## src/rtl/unsigned_seq_mult_rs_pkg.sv

```systemverilog
// Shared constants and types for the right-shift sequential multiplier.
package unsigned_seq_mult_rs_pkg;

  localparam int USM_WIDTH  = 6;
  localparam int USM_PROD_W = 2 * USM_WIDTH;

  // Step counter must be able to hold 0..WIDTH.
  function automatic int usm_cnt_width(input int w);
    return $clog2(w + 1);
  endfunction

  typedef enum logic {
    ST_IDLE = 1'b0,
    ST_BUSY = 1'b1
  } usm_state_e;

endpackage

```

## src/rtl/unsigned_seq_mult_rs_if.sv

```systemverilog
// Operand/result bundle for the sequential multiplier.
interface unsigned_seq_mult_rs_if #(
  parameter int WIDTH = unsigned_seq_mult_rs_pkg::USM_WIDTH
);
  logic               load;
  logic [WIDTH-1:0]   a;
  logic [WIDTH-1:0]   b;
  logic [2*WIDTH-1:0] product;

  modport master (output load, output a, output b, input  product);
  modport slave  (input  load, input  a, input  b, output product);
endinterface

```

## src/rtl/unsigned_seq_mult_rs_step.sv

```systemverilog
// One shift-add iteration: conditional add of M into A, then shift {A,Q} right.
module rs_mult_step
  import unsigned_seq_mult_rs_pkg::*;
#(
  parameter int WIDTH = USM_WIDTH
) (
  input  logic [WIDTH:0]   a_i,
  input  logic [WIDTH-1:0] q_i,
  input  logic [WIDTH-1:0] m_i,
  output logic [WIDTH:0]   a_o,
  output logic [WIDTH-1:0] q_o
);

  logic [WIDTH:0] sum;

  // Add keeps the carry in the extra A bit; the shift pulls it back down.
  always_comb begin
    sum = q_i[0] ? (a_i + {1'b0, m_i}) : a_i;
    a_o = {1'b0, sum[WIDTH:1]};
    q_o = {sum[0], q_i[WIDTH-1:1]};
  end

endmodule

```

## src/rtl/unsigned_seq_mult_rs.sv

```systemverilog
// Unsigned right-shift sequential multiplier, one partial product per clock.
//   state   | meaning
//   ST_IDLE | no operation in flight, registers hold
//   ST_BUSY | stepping; product updates on the WIDTH-th step
module unsigned_seq_mult_rs
  import unsigned_seq_mult_rs_pkg::*;
#(
  parameter int WIDTH = USM_WIDTH
) (
  input  logic                  clk,
  input  logic                  rst,
  unsigned_seq_mult_rs_if.slave bus
);

  localparam int                CNT_W    = usm_cnt_width(WIDTH);
  localparam logic [CNT_W-1:0]  CNT_LAST = CNT_W'(WIDTH - 1);

  logic [WIDTH-1:0]   m_q;
  logic [WIDTH-1:0]   q_q;
  logic [WIDTH:0]     a_q;
  logic [CNT_W-1:0]   cnt_q;
  usm_state_e         state_q;
  logic [2*WIDTH-1:0] product_q;

  logic [WIDTH:0]     a_d;
  logic [WIDTH-1:0]   q_d;

  rs_mult_step #(.WIDTH(WIDTH)) u_step (
    .a_i (a_q),
    .q_i (q_q),
    .m_i (m_q),
    .a_o (a_d),
    .q_o (q_d)
  );

  // Load restarts unconditionally; otherwise step while busy and latch the result on the last step.
  always_ff @(posedge clk or posedge rst) begin
    if (rst) begin
      m_q       <= '0;
      q_q       <= '0;
      a_q       <= '0;
      cnt_q     <= '0;
      state_q   <= ST_IDLE;
      product_q <= '0;
    end else if (bus.load) begin
      m_q     <= bus.a;
      q_q     <= bus.b;
      a_q     <= '0;
      cnt_q   <= '0;
      state_q <= ST_BUSY;
    end else if (state_q == ST_BUSY) begin
      a_q   <= a_d;
      q_q   <= q_d;
      cnt_q <= cnt_q + CNT_W'(1);
      if (cnt_q == CNT_LAST) begin
        product_q <= {a_d[WIDTH-1:0], q_d};
        state_q   <= ST_IDLE;
      end
    end
  end

  assign bus.product = product_q;

endmodule

```

## src/flat_wrapper.sv

```systemverilog
// flat-port wrapper written by rule: the top's interface ports become plain ports
module unsigned_seq_mult_rs_flat import unsigned_seq_mult_rs_pkg::*;
#(
  parameter int WIDTH = USM_WIDTH
)
  (clk, rst, bus_load, bus_a, bus_b, bus_product);
  unsigned_seq_mult_rs_if #(.WIDTH(WIDTH)) bus_i ();
  input  logic clk;
  input  logic rst;
  input wire logic [$bits(bus_i.load)-1:0] bus_load;
  input wire logic [$bits(bus_i.a)-1:0] bus_a;
  input wire logic [$bits(bus_i.b)-1:0] bus_b;
  output wire logic [$bits(bus_i.product)-1:0] bus_product;
  assign bus_i.load = bus_load;
  assign bus_i.a = bus_a;
  assign bus_i.b = bus_b;
  assign bus_product = bus_i.product;
  unsigned_seq_mult_rs #(.WIDTH(WIDTH)) u_core (.clk(clk), .rst(rst), .bus(bus_i));
endmodule
```

## config.mk

```make
export PLATFORM = sky130hd
export DESIGN_NAME = unsigned_seq_mult_rs_flat
export DESIGN_NICKNAME = d
export VERILOG_FILES = /design/src/rtl/unsigned_seq_mult_rs_pkg.sv /design/src/rtl/unsigned_seq_mult_rs_if.sv /design/src/rtl/unsigned_seq_mult_rs_step.sv /design/src/rtl/unsigned_seq_mult_rs.sv /design/src/flat_wrapper.sv
export SDC_FILE = /design/constraint.sdc
export NUM_CORES = 1
export LEC_CHECK = 0
export BUFFER_PORTS_ARGS = -buffer_cell sky130_fd_sc_hd__buf_2
export CORE_MARGIN = 2
export CORE_UTILIZATION = 40
export DETAILED_ROUTE_END_ITERATION = 10
export GPL_ROUTABILITY_DRIVEN = 1
export GPL_TIMING_DRIVEN = 0
export PLACE_DENSITY_LB_ADDON = 0.12
export SETUP_SLACK_MARGIN = 0.2
export SYNTH_ARGS = -nofsm -noshare
export SYNTH_HDL_FRONTEND = slang
export SYNTH_SLANG_ARGS = --single-unit
```

## constraint.sdc

```tcl
create_clock -name clk -period 4.16 [get_ports clk]
set_clock_uncertainty 0.15 [all_clocks]
set_input_delay 0.208 -clock clk [delete_from_list [all_inputs] [get_ports clk]]
set_output_delay 0.208 -clock clk [all_outputs]
set_load 0.01 [all_outputs]
```

==> flow_metrics.tcl, run 1 <==
set metrics [dict create \
    path_clk_slew_ns 0.07 \
    synthDistinctLibCells 24 \
    p_sw_share_pct 29.7 \
    syn_inst 148 \
    path_delay_family "adder cells" \
    cpMaxStageDelayCell "fa_1" \
    diodes 0 \
    maxSlewViolCount 0 \
    antenna_left 0 \
    tritoncts.num_buffers 5 \
    grt-ovfl-total 0 \
    timing.rr.start "u_core.a_q[0]$_DFFE_PP0P_" \
    drv_cap 0 \
    p_per_area_nw_per_um2 439 \
    dr.pass1.iters 4 \
    internal_power_mw 0.633 \
    nets 215 \
    ys_seq_area_share_pct 51.6 \
    area_growth_pct 24.3 \
    crit_type "flop to flop" \
    die_h_um 68.2 \
    setup_tns_ns 0 \
    antenna_found_initial 0 \
    cts-root-buf "clkbuf_8" \
    setup_viol_count_final 0 \
    synth.largest_area_cell "dfrtp_1" \
    htree_levels 2 \
    outcome "finished, final reports clean" \
    total_power_mw 0.901 \
    routed_via_density 5.03 \
    grt_max_degree 35 \
    holdCritStartpoint "bus_a[4]" \
    cp_max_fo 3 \
    drc 0 \
    row_count 23 \
    worst_slew_pin_slew_ns 0.657 \
    grtUsageMet3_pct 5.26 \
    synth_area_sq_um 1650 \
    ys_warn_count 0 \
    syn_avg_cell_area_sq_um 11.2 \
    vias 1217 \
    place_congestion 0.792 \
    crit_path_cell_trace "ha_1, inv_1, fa_1, nand2b_1, a21oi_1, xor2_1, mux2i_1, a211oi_1" \
    clkLatencyLatePin_ns 0.29 \
    place_hpwl_mm 2.37 \
    grt_pass1_wl_mm 5.71 \
    io_pins 27 \
    met2_usage_pct 26.6 \
    hold_violations 0 \
    io_buffers 26 \
    required_ns 4.20 \
    end_kind "flop" \
    layout_commonest_cell "dfrtp_1" \
    ir_drop_mv 0.240 \
    wl_per_cell_um 14.0 \
    die_w_um 68.2 \
    hp-class "primary input to flop" \
    layout_common_cells "34 x dfrtp_1, 30 x buf_2, 17 x nand2_1" \
    netlist_top_cells_area "dfrtp_1 52%, mux2_2 7.5%, mux2i_1 6.7%, ha_1 6.1%, o21ai_0 4.9%" \
    p_seq_share_pct 46.9 \
    min_period_ns 2.16 \
    yosysTopAreaCellShare_pct 51.6 \
    p_clk_share_pct 27.5 \
    grt.total_usage_pct 17.3 \
    cp-start-kind "flop" \
    setup.worst_path.start "u_core.a_q[0]$_DFFE_PP0P_" \
    p_comb_share_pct 25.7 \
    fmax_ghz 0.463 \
    rsz0062_at_grt "false" \
    slowest_delay_ns 0.40 \
    drive_above_1_share_pct 28.1 \
    critical_path_buf_inv_count 1 \
    clock-sinks 34 \
    synth-seq-cells 34 \
    timing.final.crit_share_pct 51.9 \
    routed_wl_mm 3.38 \
    first_global_vias 1167 \
    p_leak_nw 1.04 \
    die_area_sq_um 4660 \
    switchingPower_mw 0.267 \
    cts_buffer_depth 2 \
    critPathArrivalTime_ns 2.20 \
    drt-initial-drc-count 61 \
    start_util_pct 41.6 \
    synthesis.nets 172 \
    grt.busiest_layer "met2" \
    grt.met1_usage_pct 23.0 \
    core_sq_um 3970 \
    slew_headroom_pct 55.9 \
    cts_tree "built" \
]
## layout make-up
cell class | count | area, sq um
well taps | 50 | 62.6
clock buffers | 7 | 86.3
clock inverters | 1 | 5.00
plain buffers | 8 | 38.8
repair buffers | 36 | 248
fillers | 362 | 1920
flip-flops and latches | 34 | 851
multi-input cells | 101 | 742
inverters | 5 | 18.8
## cells by family after synthesis
logic type	Yosys count	share of synthesized area, %
compound gates	31	11.8
xor+xnor	6	3.18
fa+ha+maj	9	7.28
buf+inv	13	3.49
flops	34	51.6
mux	22	14.2
simple gates	33	8.49
## registers in the layout, indices dropped and copies added (netlist names)
| name | flops |
|---|---|
| u_core.state_q | 1 |
| u_core.q_q | 6 |
| u_core.a_q | 6 |
| u_core.bus.product | 12 |
| u_core.cnt_q | 3 |
| u_core.m_q | 6 |
## per-layer routing
layer,wire length (um),share of wire [%],up-vias
met1,1590,47,593
li1,-,-,598
met3,153,4.5,4
met4,42,1.2,0
met2,1600,47,22
met5,0,0,-
## cells in the mapped netlist
master	n
dfrtp_1	34
nand2_1	17
o21ai_0	16
nor2_1	13
mux2_2	11
mux2i_1	11
ha_1	8
a21oi_1	5
inv_1	5
a211oi_1	4
buf_2	4
xor2_1	4
a211oi_2	2
clkbuf_1	2
nand2b_1	2
xnor2_1	2
a21o_1	1
buf_1	1
buf_4	1
fa_1	1
nand4b_2	1
o211ai_1	1
o21a_1	1
o31ai_2	1
## what timing repair did
item | 4_1_cts | 5_1_grt
buffers inserted | 0 | 0
resized for setup | 0 | 0
hold buffers | 8 | 1
endpoints found under the hold margin | 8 | 16
## worst reg2reg max path, cell delays in order (launching register included)
cell and delay [ns]:
dfrtp_1 0.38, ha_1 0.19, inv_1 0.06, fa_1 0.40, nand2b_1 0.19, a21oi_1 0.16
xor2_1 0.18, mux2i_1 0.13, a211oi_1 0.23
## power groups by stage
stage          clock network [mW]  registers [mW]  logic, mW
5_1_grt                     0.270           0.430      0.263
6_report                    0.248           0.422      0.231
2_1_floorplan                   0           0.439      0.137
3_5_place_dp                    0           0.428      0.223
4_1_cts                     0.256           0.422      0.230
3_3_place_gp                    0           0.426      0.216
## path summary, 6_finish.rpt
| path | end | slack, ns | cells after the start |
|---|---|---|---|
| setup / recovery | u_core.a_q[3]$_DFFE_PP0P_ | 2.00 | 8 |
| hold / removal | u_core.m_q[4]$_DFFE_PP0P_ | 0.01 | 2 |
| setup reg to reg | u_core.a_q[3]$_DFFE_PP0P_ | 2.00 | 8 |
| hold reg to reg | u_core.bus.product[9]$_DFFE_PP0P_ | 0.33 | 2 |
| max in group asynchronous | u_core.a_q[3]$_DFFE_PP0P_ | 3.08 | 4 |
| min in group asynchronous | u_core.q_q[4]$_DFFE_PP0P_ | 0.32 | 3 |
## metrics by stage
step	setup WS [ns]	util (%)	area, sq um	instances	hold slack [ns]
after floorplan	2.22	-	1650	148	0.179
final	2.00	51.7	2050	242	0.0118
after global routing	1.81	51.7	2050	242	0.0141
after CTS	1.99	50.7	2010	240	0.00463
after global placement	2.09	46.4	1840	224	0.267
after detailed placement	2.03	46.4	1840	224	0.278
(Power assumes the default switching activity.)
==> run 2: changes to the inputs <==
--- a/config.mk
+++ b/config.mk
@@ -5,6 +5,7 @@
 export SDC_FILE = /design/constraint.sdc
 export NUM_CORES = 1
 export LEC_CHECK = 0
+export ABC_AREA = 1
 export BUFFER_PORTS_ARGS = -buffer_cell sky130_fd_sc_hd__buf_2
 export CORE_MARGIN = 2
 export CORE_UTILIZATION = 40
==> constraint.sdc (replaced) <==
create_clock -name clk -period 2 [get_ports clk]
set_clock_uncertainty 0.15 [all_clocks]
set_input_delay 0.1 -clock clk [delete_from_list [all_inputs] [get_ports clk]]
set_output_delay 0.1 -clock clk [all_outputs]
set_load 0.01 [all_outputs]
==> run 2 against run 1 <==
  * First-iteration DRC count rose by 38%
  * Count of clock-buffer cells in the layout did not move
  * Cell count rose by 17%
  * Register-to-register slack got worse by 1.8 ns
  * Routed wire length rose by 9.2%
  * Sequential share of layout area fell by 2.2 points
  * Sequential power rose by 110%
  * Synthesized cell count rose by 25%
  * Highest routed layer unchanged
  * Die area rose by 1.9%
  * Cell area rose by 5.7%
  * Critical path depth rose by 2
  * Synthesized area rose by 2.0%
==> flow_metrics.tcl, run 2 <==
set metrics [dict create \
    syn_inst 185 \
    end_kind "flop" \
    ys_seq_area_share_pct 50.6 \
    diodes 0 \
    synth.most_common_cell "nand2_1" \
    slowest_delay_ns 0.39 \
    io_pins 27 \
    dp_cells 260 \
    start_util_pct 41.8 \
    routed_wl_mm 3.70 \
    ys_warn_count 0 \
    fin_cells 282 \
    synth-edff-count 0 \
    outcome "finished, final reports clean" \
    dpl_worst_slack_ns 0.0195 \
    drv_cap 0 \
    vias 1393 \
    layout_common_cells "61 x nand2_1, 34 x dfrtp_1, 26 x buf_2" \
    synth_async_sr_flop_share_pct 100 \
    die_area_sq_um 4740 \
    required_ns 2.07 \
    final_util_pct 53.9 \
    grt_pass1_wl_mm 6.06 \
    die_w_um 68.9 \
    nets 255 \
    htree_levels 2 \
    antenna_left 0 \
    total_power_mw 1.87 \
    antenna_found_initial 0 \
    fmax_ghz 0.545 \
    syn_avg_cell_area_sq_um 9.10 \
    hold_violations 0 \
    cts-root-buf "clkbuf_8" \
    setup_ws_ns 0.166 \
    clkLatencyLatePin_ns 0.29 \
    cts_buffer_depth 2 \
    cp-start-kind "flop" \
    p_leak_nw 1.09 \
    drt-initial-drc-count 84 \
    io_buffers 25 \
    netlist_top_cells_area "dfrtp_1 51%, nand2_1 14%, ha_1 5.9%, nand3_1 4.5%, inv_1 4.0%" \
    critPathArrivalTime_ns 1.90 \
    drive_above_1_share_pct 27.6 \
    place_congestion 0.862 \
    ir_drop_mv 0.351 \
    area_growth_pct 28.9 \
    cpMaxStageDelayCell "dfrtp_1" \
    synth-seq-cells 34 \
    first_global_vias 1291 \
    crit_type "flop to flop" \
    row_count 23 \
    synth_area_sq_um 1680 \
    wl_per_cell_um 13.1 \
    layout_commonest_cell "nand2_1" \
    routed_via_density 4.94 \
    slew_headroom_pct 52.5 \
    worst_slew_pin_slew_ns 0.712 \
    critical_path_buf_inv_count 2 \
    crit_path_cell_trace "ha_2, inv_2, fa_2, inv_2, nand3_2, nand2_1, nand2_1, nand3_2, o21ai_4, o21ai_2" \
    cp_max_fo 3 \
    setup_viol_count_final 0 \
    yosysTopAreaCellShare_pct 50.6 \
    clock-sinks 34 \
    synthesis.nets 209 \
    synth_top_flop_cell "dfrtp_1" \
    grt.total_usage_pct 18.0 \
    path_delay_family "adder cells" \
    stdcell_area_sq_um 2170 \
    grt_max_degree 35 \
    min_period_ns 1.83 \
    dr.pass1.iters 4 \
    synth_commonest_cells "61 x nand2_1, 34 x dfrtp_1, 18 x inv_1, 15 x nand3_1, 13 x o21ai_0" \
    timing.final.crit_share_pct 91.7 \
    maxSlewViolCount 0 \
    synthDistinctLibCells 27 \
    cts_tree "built" \
    largest_reg_flops 12 \
    tritoncts.num_buffers 5 \
    synth.largest_area_cell "dfrtp_1" \
    rsz0062_at_grt "true" \
    die_h_um 68.9 \
    path_clk_slew_ns 0.07 \
    place_hpwl_mm 2.61 \
    drc 0 \
    setup_tns_ns 0 \
    core_sq_um 4030 \
    placed_area_sq_um 1870 \
    hold_slack_ns 0.0344 \
    grt-ovfl-total 0 \
    p_per_area_nw_per_um2 864 \
    hp-class "primary input to flop" \
]
## run 2: changes by cell type after synthesis, moves of 3 or more
cell      previous run  this run
a211oi_1             4         0
buf_2                4         1
inv_1                5        18
mux2_2              11         5
mux2i_1             11         0
nand2_1             17        61
nand3_1              0        15
nor2_1              13         3
o21ai_0             16        13
xor2_1               4         0
## run 2: layer usage
metal  track usage (%)  vias to the layer above  part of all wire, %
met1              23.1                      660                   47
met5                 0                        -                    0
met2              28.6                       30                   48
met3              5.36                        4                  4.0
li1                  -                      699                    -
met4              6.86                        0                 0.92
## run 2: kinds of logic (layout without fill, tap and decap cells)
group                    count (synthesis)  in the layout  synth area share, %
AND/OR/NAND/NOR                         85             85                 22.8
adder cells (fa/ha/maj)                  9              9                 7.14
multiplexers                             5              5                 3.35
flip-flops                              34             34                 50.6
AO/OA/AOI/OAI                           27             27                 9.44
buffers and inverters                   25             72                 6.77
## run 2: cell type report
cell class / instances / area (sq um)
clock buffer: 7 / 86.3
inverter: 21 / 86.3
timing repair buffer: 39 / 263
multi-input combinational: 126 / 788
sequential: 34 / 851
tap: 50 / 62.6
clock inverter: 1 / 5.00
buffer: 4 / 27.5
fill: 372 / 1860
## run 2: repair_timing
| action | 4_1_cts | 5_1_grt |
|---|---|---|
| setup endpoints to repair | 4 | 10 |
| pin swaps | 1 | 9 |
| hold endpoints to repair | 12 | 34 |
| gates resized for setup | 8 | 12 |
| buffers inserted | 0 | 1 |
| gates cloned | 0 | 0 |
| hold buffers | 12 | 1 |
## run 2: final timing paths
check                           slack (ns)                               from                                 to  depth (start not counted)
max in group asynchronous             0.92                                rst          u_core.a_q[2]$_DFFE_PP0P_                          3
worst min register to register        0.32  u_core.bus.product[2]$_DFFE_PP0P_  u_core.bus.product[2]$_DFFE_PP0P_                          2
worst max-delay path                  0.17          u_core.m_q[0]$_DFFE_PP0P_  u_core.bus.product[9]$_DFFE_PP0P_                         10
min in group asynchronous             0.33                                rst  u_core.bus.product[3]$_DFFE_PP0P_                          3
worst min-delay path                  0.03                           bus_load          u_core.m_q[4]$_DFFE_PP0P_                          2
worst max register to register        0.17          u_core.m_q[0]$_DFFE_PP0P_  u_core.bus.product[9]$_DFFE_PP0P_                         10
## run 2: power by group
| part | internal, mW | switching, mW |
|---|---|---|
| logic | 0.213 | 0.264 |
| registers | 0.798 | 0.0704 |
| clock network | 0.278 | 0.251 |
| total | 1.29 | 0.586 |
==> run 3: changes to the inputs <==
--- a/config.mk
+++ b/config.mk
@@ -13,7 +13,7 @@
 export GPL_ROUTABILITY_DRIVEN = 1
 export GPL_TIMING_DRIVEN = 0
 export PLACE_DENSITY_LB_ADDON = 0.12
-export SETUP_SLACK_MARGIN = 0.2
+export SETUP_SLACK_MARGIN = 0.5
 export SYNTH_ARGS = -nofsm -noshare
 export SYNTH_HDL_FRONTEND = slang
 export SYNTH_SLANG_ARGS = --single-unit
==> run 3 against run 2 <==
  * Setup slack improved by 0.072 ns
  * Register-to-register slack improved by 0.07 ns
  * Highest routed layer unchanged
  * Global-route usage rose by 1.4 points
  * Non-clock buffer count rose by 8
  * Critical path type unchanged
  * Critical endpoint unchanged
==> flow_metrics.tcl, run 3 (synthesis gave the netlist of run 2 again) <==
set metrics [dict create \
    total_power_mw 1.93 \
    first_global_vias 1441 \
    die_h_um 68.9 \
    ir_drop_mv 0.364 \
    drv_cap 0 \
    drc 0 \
    hold_slack_ns 0.0440 \
    p_leak_nw 1.15 \
    setup_tns_ns 0 \
    reg2reg_depth 10 \
    drt-initial-drc-count 68 \
    hold_violations 0 \
    cpMaxStageDelayCell "dfrtp_1" \
    tritoncts.num_buffers 5 \
    maxSlewViolCount 0 \
    grt.total_usage_pct 19.3 \
    dr.pass1.iters 4 \
    layout_commonest_cell "nand2_1" \
    vias 1435 \
    wl_per_cell_um 13.6 \
    io_buffers 25 \
    area_growth_pct 35.9 \
    routed_via_density 4.95 \
    p_per_area_nw_per_um2 843 \
    largest_reg_flops 12 \
    critical_path_buf_inv_count 2 \
    hp-class "primary input to flop" \
    row_count 23 \
    place_congestion 0.865 \
    clock-sinks 34 \
    place_hpwl_mm 2.51 \
    nets 263 \
    crit_path_cell_trace "ha_2, inv_2, fa_2, inv_2, nand3_2, nand2_2, nand2_2, nand3_2, o21ai_4, o21ai_1" \
    antenna_found_initial 0 \
    cp-start-kind "flop" \
    routed_wl_mm 3.93 \
    cp_max_fo 3 \
    rsz0062_at_grt "true" \
    crit_type "flop to flop" \
    slew_headroom_pct 51.4 \
    die_area_sq_um 4740 \
    required_ns 2.07 \
    start_util_pct 41.8 \
    antenna_left 0 \
    diodes 0 \
    outcome "finished, final reports clean" \
    path_delay_family "adder cells" \
    io_pins 27 \
    cts_buffer_depth 2 \
    die_w_um 68.9 \
    cts-root-buf "clkbuf_8" \
    htree_levels 2 \
    slowest_delay_ns 0.38 \
    clkLatencyLatePin_ns 0.29 \
    r2r-end "u_core.bus.product[9]$_DFFE_PP0P_" \
    crit_cells 10 \
    timing.final.crit_share_pct 88.1 \
    path_clk_slew_ns 0.07 \
    whs_endpoint "u_core.m_q[0]$_DFFE_PP0P_" \
    r2r_slack_ns 0.24 \
    end_kind "flop" \
    layout_common_cells "56 x nand2_1, 33 x dfrtp_1, 26 x buf_2" \
    setup.worst_path.start "u_core.m_q[0]$_DFFE_PP0P_" \
    fmax_ghz 0.568 \
    min_period_ns 1.76 \
    critPathArrivalTime_ns 1.83 \
    setup_viol_count_final 0 \
    grt_max_degree 35 \
    grt-ovfl-total 0 \
    cts_tree "built" \
    grt_pass1_wl_mm 6.56 \
    timing.rr.start "u_core.m_q[0]$_DFFE_PP0P_" \
    holdCritStartpoint "bus_load" \
    holdPathStages 2 \
    drive_above_1_share_pct 34.2 \
    core_sq_um 4030 \
    worst_slew_pin_slew_ns 0.728 \
]
## run 3: per-layer routing
| layer | GRT usage (%) | share of wire (%) | up-vias | wire length [um] |
|---|---|---|---|---|
| met5 | 0 | 0 | - | 0 |
| met2 | 30.8 | 46 | 35 | 1810 |
| met3 | 4.06 | 3.3 | 15 | 128 |
| li1 | - | - | 708 | - |
| met4 | 11.3 | 3.7 | 0 | 144 |
| met1 | 24.2 | 47 | 677 | 1850 |
## run 3: timing repair
item / in CTS / in global routing
hold buffers: 12 / 1
pin swaps: 10 / 5
endpoints found under the setup margin: 19 / 18
endpoints found under the hold margin: 12 / 34
resized for setup: 14 / 10
setup buffers: 6 / 3
## run 3: per-stage QoR
step / utilization [%] / instance area, sq um / setup WS (ns) / std cells
after floorplan: - / 1700 / 0.406 / 185
after global placement: 46.8 / 1880 / 0.252 / 260
after detailed placement: 46.8 / 1880 / 0.214 / 260
after CTS: 55.1 / 2220 / 0.287 / 286
after global routing: 56.8 / 2290 / 0.117 / 290
final: 56.8 / 2290 / 0.238 / 290
## run 3: area by class of cell
class,instances,area (sq um)
plain buffers,4,27.5
multi-input cells,126,845
flip-flops and latches,34,852
clock inverters,1,5.00
repair buffers,47,323
clock buffers,7,86.3
fillers,370,1740
inverters,21,86.3
well taps,50,62.6
## run 3: worst max-delay path by stage
stage,to,slack [ns]
final,u_core.bus.product[9]$_DFFE_PP0P_,0.24
after global routing,u_core.bus.product[9]$_DFFE_PP0P_,0.12
after CTS,u_core.bus.product[9]$_DFFE_PP0P_,0.29
after detailed placement,u_core.bus.product[9]$_DFFE_PP0P_,0.21
after global placement,u_core.a_q[3]$_DFFE_PP0P_,0.25
after floorplan,u_core.a_q[3]$_DFFE_PP0P_,0.41
## run 3: power by group
part,internal (mW),switching [mW],leakage (nW),total (mW)
Sequential,0.798,0.0710,0.428,0.869
Combinational,0.243,0.290,0.671,0.533
Clock,0.277,0.248,0.0482,0.526
Total,1.32,0.610,1.15,1.93
## run 3: worst register-to-register path: stages, from the launching register on
cell	delay (ns)
dfrtp_1	0.38
ha_2	0.20
inv_2	0.04
fa_2	0.34
inv_2	0.08
nand3_2	0.09
nand2_2	0.09
nand2_2	0.05
nand3_2	0.08
o21ai_4	0.07
o21ai_1	0.12
